### config.mk
export PLATFORM = sky130hd
export DESIGN_NAME = fetch_unit
export DESIGN_NICKNAME = d
export VERILOG_FILES = /design/src/rtl/fetch_unit_pkg.sv /design/src/rtl/fetch_unit_fifo.sv /design/src/rtl/fetch_unit.sv
export SDC_FILE = /design/constraint.sdc
export NUM_CORES = 1
export LEC_CHECK = 0
export CORE_MARGIN = 1.5
export CORE_UTILIZATION = 63
export CTS_CLUSTER_DIAMETER = 200
export DETAILED_ROUTE_END_ITERATION = 12
export DONT_BUFFER_PORTS = 1
export PLACE_DENSITY_LB_ADDON = 0.25
export SETUP_SLACK_MARGIN = 0.4
export SYNTH_ARGS = -nofsm -noshare
export SYNTH_HDL_FRONTEND = slang
export SYNTH_SLANG_ARGS = --single-unit
### constraint.sdc
create_clock -name clk -period 4.5 [get_ports clk]
set_clock_uncertainty 0.1 [all_clocks]
set_input_delay 1.125 -clock clk [delete_from_list [all_inputs] [get_ports clk]]
set_output_delay 1.125 -clock clk [all_outputs]
set_load 0.05 [all_outputs]
### src/rtl/fetch_unit_pkg.sv
// Shared types and constants for the instruction-fetch front end.
package fetch_unit_pkg;
  localparam int          ILEN         = 32;
  localparam logic [31:0] DEF_RESET_PC = 32'h0000_3000;

  typedef enum logic [1:0] {
    S_IDLE = 2'd0,
    S_REQ  = 2'd1,
    S_DROP = 2'd2
  } fstate_e;
endpackage

### src/rtl/fetch_unit_fifo.sv
// Prefetch queue: synchronous FIFO of {pc, instruction} with flush.
module fetch_fifo #(
  parameter int WIDTH = 64,
  parameter int DEPTH = 4,
  localparam int PW   = $clog2(DEPTH),
  localparam int CW   = $clog2(DEPTH + 1)
) (
  input  logic             clk_i,
  input  logic             rst_ni,
  input  logic             push_i,
  input  logic             pop_i,
  input  logic             flush_i,
  input  logic [WIDTH-1:0] din_i,
  output logic [CW-1:0]    count_o,
  output logic [WIDTH-1:0] head_o
);
  logic [WIDTH-1:0] mem [DEPTH];
  logic [PW-1:0]    wp_q, rp_q;
  logic [CW-1:0]    cnt_q;

  // Pointers wrap naturally because DEPTH is a power of two.
  always_ff @(posedge clk_i) begin
    if (!rst_ni || flush_i) begin
      wp_q  <= '0;
      rp_q  <= '0;
      cnt_q <= '0;
    end else begin
      if (push_i) wp_q <= wp_q + PW'(1);
      if (pop_i)  rp_q <= rp_q + PW'(1);
      cnt_q <= cnt_q + CW'(push_i) - CW'(pop_i);
    end
  end

  always_ff @(posedge clk_i) begin
    if (push_i && !flush_i) mem[wp_q] <= din_i;
  end

  assign count_o = cnt_q;
  assign head_o  = mem[rp_q];
endmodule

### src/rtl/fetch_unit.sv
// Decoupled fetch stage: fetch PC, single-outstanding imem handshake, prefetch queue.
// Optional same-cycle bypass of an ack into decode: define FETCH_BYPASS_EN.
module fetch_unit
  import fetch_unit_pkg::*;
#(
  parameter int               XLEN     = 32,
  parameter int               DEPTH    = 4,
  parameter logic [XLEN-1:0]  RESET_PC = XLEN'(DEF_RESET_PC)
) (
  input  logic            clk,
  input  logic            rst,
  output logic            imem_req,
  output logic [XLEN-1:0] imem_addr,
  input  logic            imem_ack,
  input  logic [ILEN-1:0] imem_rdata,
  output logic            inst_valid,
  input  logic            inst_ready,
  output logic [ILEN-1:0] inst,
  output logic [XLEN-1:0] inst_pc,
  input  logic            redirect,
  input  logic [XLEN-1:0] redirect_pc
);
  localparam int CW = $clog2(DEPTH + 1);
  localparam int FW = ILEN + XLEN;

  fstate_e         state_q, state_d;
  logic [XLEN-1:0] fpc_q, fpc_d;
  logic [XLEN-1:0] daddr_q, daddr_d;   // address of the request being dropped
  logic [CW-1:0]   count;
  logic [FW-1:0]   head;
  logic [XLEN-1:0] rpc;
  logic            ack_req, fifo_vld, byp, fifo_pop, push;
  logic [CW:0]     cnt_nxt;
  logic            unused_rpc_lsb;

  assign rpc            = {redirect_pc[XLEN-1:2], 2'b00};
  assign unused_rpc_lsb = ^redirect_pc[1:0];
  assign ack_req        = (state_q == S_REQ) && imem_ack;
  assign fifo_vld       = (count != '0);

`ifdef FETCH_BYPASS_EN
  assign byp = ack_req && !redirect && !fifo_vld;
`else
  assign byp = 1'b0;
`endif

  assign fifo_pop = fifo_vld && inst_ready;
  assign push     = ack_req && !redirect && !(byp && inst_ready);
  assign cnt_nxt  = {1'b0, count} + (CW+1)'(push) - (CW+1)'(fifo_pop);

  fetch_fifo #(.WIDTH(FW), .DEPTH(DEPTH)) u_fifo (
    .clk_i   (clk),
    .rst_ni  (rst),
    .push_i  (push),
    .pop_i   (fifo_pop),
    .flush_i (redirect),
    .din_i   ({fpc_q, imem_rdata}),
    .count_o (count),
    .head_o  (head)
  );

  always_ff @(posedge clk) begin
    if (!rst) begin
      state_q <= S_IDLE;
      fpc_q   <= RESET_PC;
      daddr_q <= RESET_PC;
    end else begin
      state_q <= state_d;
      fpc_q   <= fpc_d;
      daddr_q <= daddr_d;
    end
  end

  always_comb begin
    state_d = state_q;
    fpc_d   = fpc_q;
    daddr_d = daddr_q;
    if (redirect) begin
      fpc_d = rpc;
      case (state_q)
        S_IDLE: state_d = S_REQ;
        S_REQ: begin
          if (!imem_ack) begin
            state_d = S_DROP;
            daddr_d = fpc_q;
          end
        end
        // An ack here retires the abandoned request, so the new target can go out.
        S_DROP:  state_d = imem_ack ? S_REQ : S_DROP;
        default: state_d = S_IDLE;
      endcase
    end else begin
      case (state_q)
        S_IDLE: if (count < CW'(DEPTH)) state_d = S_REQ;
        S_REQ: begin
          if (imem_ack) begin
            fpc_d   = fpc_q + XLEN'(4);
            state_d = (cnt_nxt < (CW+1)'(DEPTH)) ? S_REQ : S_IDLE;
          end
        end
        S_DROP:  if (imem_ack) state_d = S_REQ;
        default: state_d = S_IDLE;
      endcase
    end
  end

  always_comb begin
    imem_req   = (state_q != S_IDLE);
    imem_addr  = (state_q == S_DROP) ? daddr_q : fpc_q;
    inst_valid = fifo_vld || byp;
    inst       = '0;
    inst_pc    = '0;
    if (byp) begin
      inst    = imem_rdata;
      inst_pc = fpc_q;
    end else if (fifo_vld) begin
      inst    = head[ILEN-1:0];
      inst_pc = head[FW-1:ILEN];
    end
  end
endmodule

# [Word level (Yosys, flattened, before mapping)]
# Memory sizes are Yosys's and may differ from the RTL's. A register that Yosys moved wholly into a read port is not among the register bits.
# Cells that the tools add are included.
[op_classes] add_sub_neg=7 order_cmp=2 n_eq_ne=6 n_mux=19 n_bitwise=2 n_reduce_logical=17
[op_table] operator="2-to-1 mux 32 bit" count=6
[op_table] operator="adder 32 x 3 -> 32 bit, second input constant" count=1
[op_table] operator="2-to-1 mux 2 bit" count=8
[op_table] operator="!= test 3 bit, second input constant" count=4
[op_table] operator="one-hot mux 2 bit (3 select lines)" count=2
[op_table] operator="nonzero test 2 bit" count=3
[op_table] operator="adder 2 x 1 -> 2 bit, second input constant" count=2
[op_table] operator="adder 3 x 1 -> 4 bit" count=1
[op_table] operator="logical AND 1 bit" count=4
[op_table] operator="less-than comparator 4 x 3 -> 1 bit, second input constant" count=1
[op_table] operator="AND reduction 2 bit" count=2
[op_table] operator="AND reduction 4 bit" count=1
[op_table] operator="subtractor 4 x 1 -> 4 bit" count=1
[op_table] operator="adder 3 x 1 -> 3 bit" count=1
[op_table] operator="less-than comparator 3 bit, second input constant" count=1
[op_table] operator="2-to-1 mux 1 bit" count=3
[op_table] operator="AND reduction 3 bit" count=1
[op_table] operator="nonzero test 3 bit" count=1
[op_table] operator="subtractor 3 x 1 -> 3 bit" count=1
[op_table] operator="== test 2 x 1 -> 1 bit, second input constant" count=1
[op_table] operator="== test 2 bit, second input constant" count=1
[op_table] operator="zero test 1 bit" count=2
[op_table] operator="zero test 2 bit" count=1
[op_table] operator="inverter 1 bit" count=2
[op_table] operator="other kinds (2)" count=2
[totals] register_bits=73 ram_bits=256 inputBits=69 out_inout_bits=98 elab_cells=61 mem_count=1
[mem_list] memory="u_fifo.mem" depth=4 width=64 read_ports=1 rd_ports_with_merged_regs=1 wr=1 line_no="fetch_unit_fifo.sv:17" rtl="logic [WIDTH-1:0] mem [DEPTH];"

# [Longest topological paths before layout]
[depth] word_depth=10 ltp_mapped=11 ltp_nobuf=10

# [Cells and area by module]
# A second synthesis with hierarchy kept.
[unflattened] hier_cells=878 hier_area_um2=13736.9
[by_module_without_submodules] mod="fetch_fifo" n_inst=1 cells_each=379 area_per_inst_um2=9756.9 seq_area_each_um2=7867.5
[by_module_without_submodules] mod="fetch_unit" n_inst=1 cells_each=499 area_per_inst_um2=3980.1 seq_area_each_um2=1241.2

# [Worst setup path after synthesis]
# No wires, ideal clock.
[synth_timing] path_kind="input port to flip-flop" from="input imem_ack" to="memory u_fifo.mem[0][0] (enable)" setup_time_ps=427 arrival_time_ps=3158 setup_slack_ps=815 stages=4 path_cell_list="buf_2 > and3b_1 > buf_2 > and3_1"
[synth_via] elab_chain_cells=5
[synth_lines] element="start, declared" line_no="fetch_unit.sv:14" rtl="input logic imem_ack,"
[synth_lines] element="logical AND 1 bit" line_no="fetch_unit.sv:38" rtl="assign ack_req = (state_q == S_REQ) && imem_ack;"
[synth_lines] element="logical AND 1 bit" line_no="fetch_unit.sv:48" rtl="assign push = ack_req && !redirect && !(byp && inst_ready);"
[synth_lines] element="logical AND 1 bit" line_no="fetch_unit_fifo.sv:35" rtl="if (push_i && !flush_i) mem[wp_q] <= din_i;"
[synth_lines] element="2-to-1 mux 1 bit" line_no="fetch_unit_fifo.sv:35"
[synth_lines] element="2-to-1 mux 1 bit (not written as such)" line_no="fetch_unit_fifo.sv:35"
[synth_lines] element="end, declared" line_no="fetch_unit_fifo.sv:17"
# Every way passes these cells.

# [Worst setup path in the final report]
[layout_timing] from="register state_q[1]" to="output imem_addr[31]"
[layout_via] elab_chain_cells=2
[layout_lines] element="start, declared" line_no="fetch_unit.sv:26" rtl="fstate_e state_q, state_d;"
[layout_lines] element="start signal, assigned" line_no="fetch_unit.sv:68" rtl="state_q <= state_d;"
[layout_lines] element="== test 2 bit" line_no="fetch_unit.sv:109" rtl="imem_addr = (state_q == S_DROP) ? daddr_q : fpc_q;"
[layout_lines] element="2-to-1 mux 32 bit" line_no="fetch_unit.sv:109"
[layout_lines] element="end, declared" line_no="fetch_unit.sv:13" rtl="output logic [XLEN-1:0] imem_addr,"
# Every way passes these cells.

==> results.md <==
- Post-DP Area: 13550 sq um
- HP Class: reg -> reg
- Area grow syn2layout: 9.332%
- Sequential share of the synthesized area: around 67%
- Initial antenna violation count: 4
- Most frequent cell after synthesis: edfxtp_1
- Synthesized area per cell: 15.33 sq um
- Nets@finish: around 940
- Ports: approximately 170
- Mapped Cells: about 870
- Share of cells above drive strength 1: around a fifth
- Post-Layout Cell Count: about 1200
- Yosys Warn Count: 0
- Switching pwr: about 1.5 mW
- # clock sinks: around 320
- Final hold slack: 364.2 ps
- CP startpoint kind: flip-flop
- Num CTS Buffers: 31
- Fillers: ~1300
- GRT Overall Usage: about 26%
- Hold path depth: 2
- Cell Pwr Density: 434.8 nW/um^2
- Setup Buffers After CTS: 0
- Final min period: between 3000 and 4000 ps
- First-pass GRT wire length: 43130 um
- Synth Register Bits: approximately 320
- Clk Latency, worst-skew pair: 550 ps
- Max Transition Viols Final: 0
- Final worst path period share: a little over four fifths
- Hold Crit Start: daddr_q[31]
- Static leakage: 4.644 nW
- Worst path required time: ~3300 ps
- Final wirelength: approximately 28000 um
- Worst slew margin relative to its limit: a little over an eighth
- CTS H-tree lvls: 1
- Die height: 148.2 um
- Hold Fails Final Rpt: 0
- Top FF cell, synth: edfxtp_1
- Synth cell count leaders: edfxtp_1 (248), nand2_1 (79), dfxtp_1 (71), and2_1 (64), mux4_2 (62)
- Post-Syn Area: about 13000 sq um
- Area of the multi-input gates: 4139 sq um
- Switch share: between 20 and 25%
- Vias in the first global route: roughly 7500
- Synth area leaders: edfxtp_1 (56%), dfxtp_1 (11%), mux4_2 (11%)
- Top cell type by total area after synthesis: edfxtp_1
- Clock Path Buffers: 3
- Worst slew pin tran: roughly 1300 ps
- Crit Path Max Fanout: 25
- Synth top area share: approximately 56%
- Fmax: approximately 260 MHz
- Routed WL per cell: 23.93 um
- ANT nets after route: 0
- Crit path capture type: primary output
- Die ar.: approximately 22000 sq um
- Input/output buffers: 0
- Register share of total power: approximately 53%
- Logic pwr share: roughly 9%
- Clock Power Share: between 30 and 40%
- Setup WS post-layout: 703.8 ps
- FF/Latch Area: roughly 8900 sq um
- Setup CP Type: reg -> out
- Final setup viols: 0
- Post-synth cell types: 54
- Depth of the worst register-to-register path: 9
- Via/cell ratio: between 6 and 7
- Clock root buffer: clkbuf_16
- Pre-antenna DRT Iters: 5
- Post-layout util: between 70% and 80%
- Flop-to-flop setup slack: 1460 ps
- Initial DRC Count: 595
- CTS tree: built
- Overflow after GRT: 0
- Initial Util: approximately 65%
- Setup_tns: 0 ps
- Outcome: completed
- Die W: 148.2 um
- Worst-path clk slew: ~60 ps
- Max-cap viol count: 0
- GP Congestion: approximately 0.83
- Number of synthesized flops with an enable pin: 248
- Critical path arrival: roughly 2600 ps
- Cell internal pwr: around 4.8 mW
- Post-CTS sizing: 0
- Via count: between 7000 and 8000
- RSZ-0062 raised after global routing: no
- Worst Hold Path EP: daddr_q[31]
- Post-route cell area: 14530 sq um
- Dpl ws: approximately 1200 ps
- Asr flop ratio synth: 0%
- FP Rows: between 50 and 60
- Post-CTS Hold Buffers: 0
- HPWL after DPL: 17590 um
- Maximum VDD drop: just over 0.0003 V
- Power Total: between 6 and 7 mW
- RR Startpoint: u_fifo.count_o[1]
- # DRC: 0
- Largest net degree at the start of global routing: between 60 and 70
- Placed Cells incl. Taps: ~1100
- CORE AREA: ~20000 sq um
- FF-to-FF End: state_q[0]
cell usage in the layout (no fill, tap or decap), types with 5 or more instances in the layout:
cell       count
xnor2_1       15
o31ai_1        8
a21oi_1       10
dfxtp_1       69
mux4_2        62
nand3_1       14
nand2_1       79
buf_4          8
ha_1          10
inv_1         12
buf_12         5
and4_1         9
edfxtp_1     248
o21ai_0       24
a311oi_1       5
mux2_2        27
nand4_1       10
or4_1          8
and2_1        64
nor4_1         6
nor2b_1        5
clkinv_2       7
nor3_1        10
a21boi_0      28
nor2_1        11
a31oi_1       10
clkinv_1       6
diode_2        5
and3_1         7
clkbuf_16     31
worst max-delay path, cell delays in order (launching register included):
cell     delay (ps)
dfxtp_1         510
nor2b_4         670
buf_4           330
mux2_2          510
state kept, by name, summed over array words and instances (netlist names), named ones only:
register        flops
u_fifo.mem        248
daddr_q            30
fpc_q              30
u_fifo.rp_q         2
u_fifo.count_o      3
state_q             2
u_fifo.wp_q         2
cell families after synthesis:
kind of cell | share of synthesized area, %
flip-flops | 66.74
XOR/XNOR | 1.121
adder cells (fa/ha/maj) | 1.092
multiplexers | 12.80
buffers and inverters | 2.382
AO/OA/AOI/OAI | 5.226
other | 0.02822
AND/OR/NAND/NOR | 10.61
routing by layer:
| layer | track usage, % | up-vias | routed length, um |
|---|---|---|---|
| li1 | - | 3306 | - |
| met4 | 7.277 | 2 | 561 |
| met1 | 33.46 | 3721 | 10570 |
| met3 | 6.994 | 41 | 2528 |
| met5 | 0 | - | 15 |
| met2 | 42.78 | 322 | 13900 |
how the worst max path moves through the flow:
stage | slack, ps | from | to | cells past startpoint
3_3_place_gp | 1220 | flip-flop | inst_pc[13] | 3
6_report | 700 | state_q[1] | imem_addr[31] | 3
2_1_floorplan | 810 | imem_ack | u_fifo.mem[0][0] | 4
4_1_cts | 630 | flip-flop | inst_pc[13] | 3
5_1_grt | 550 | flip-flop | inst_pc[13] | 3
3_5_place_dp | 1220 | flip-flop | inst_pc[13] | 3
area by class of cell:
class | instances | area share (%)
multi-input combinational | 477 | 28.49
tap | 270 | 2.325
timing repair buffer | 13 | 1.102
inverter | 13 | 0.3359
clock buffer | 38 | 5.796
sequential | 319 | 61.08
antenna | 5 | 0.08613
clock inverter | 17 | 0.7837
power groups by stage:
| stage | sequential (mW) | clock, mW | combinational [mW] |
|---|---|---|---|
| after global routing | 3.35 | 2.55 | 0.603 |
| after floorplan | 3.36 | 0 | 0.521 |
| final | 3.34 | 2.40 | 0.570 |
| after CTS | 3.34 | 2.44 | 0.574 |
| after detailed placement | 3.41 | 0 | 0.572 |
| after global placement | 3.39 | 0 | 0.560 |
Power figures use the tool's default switching activity.
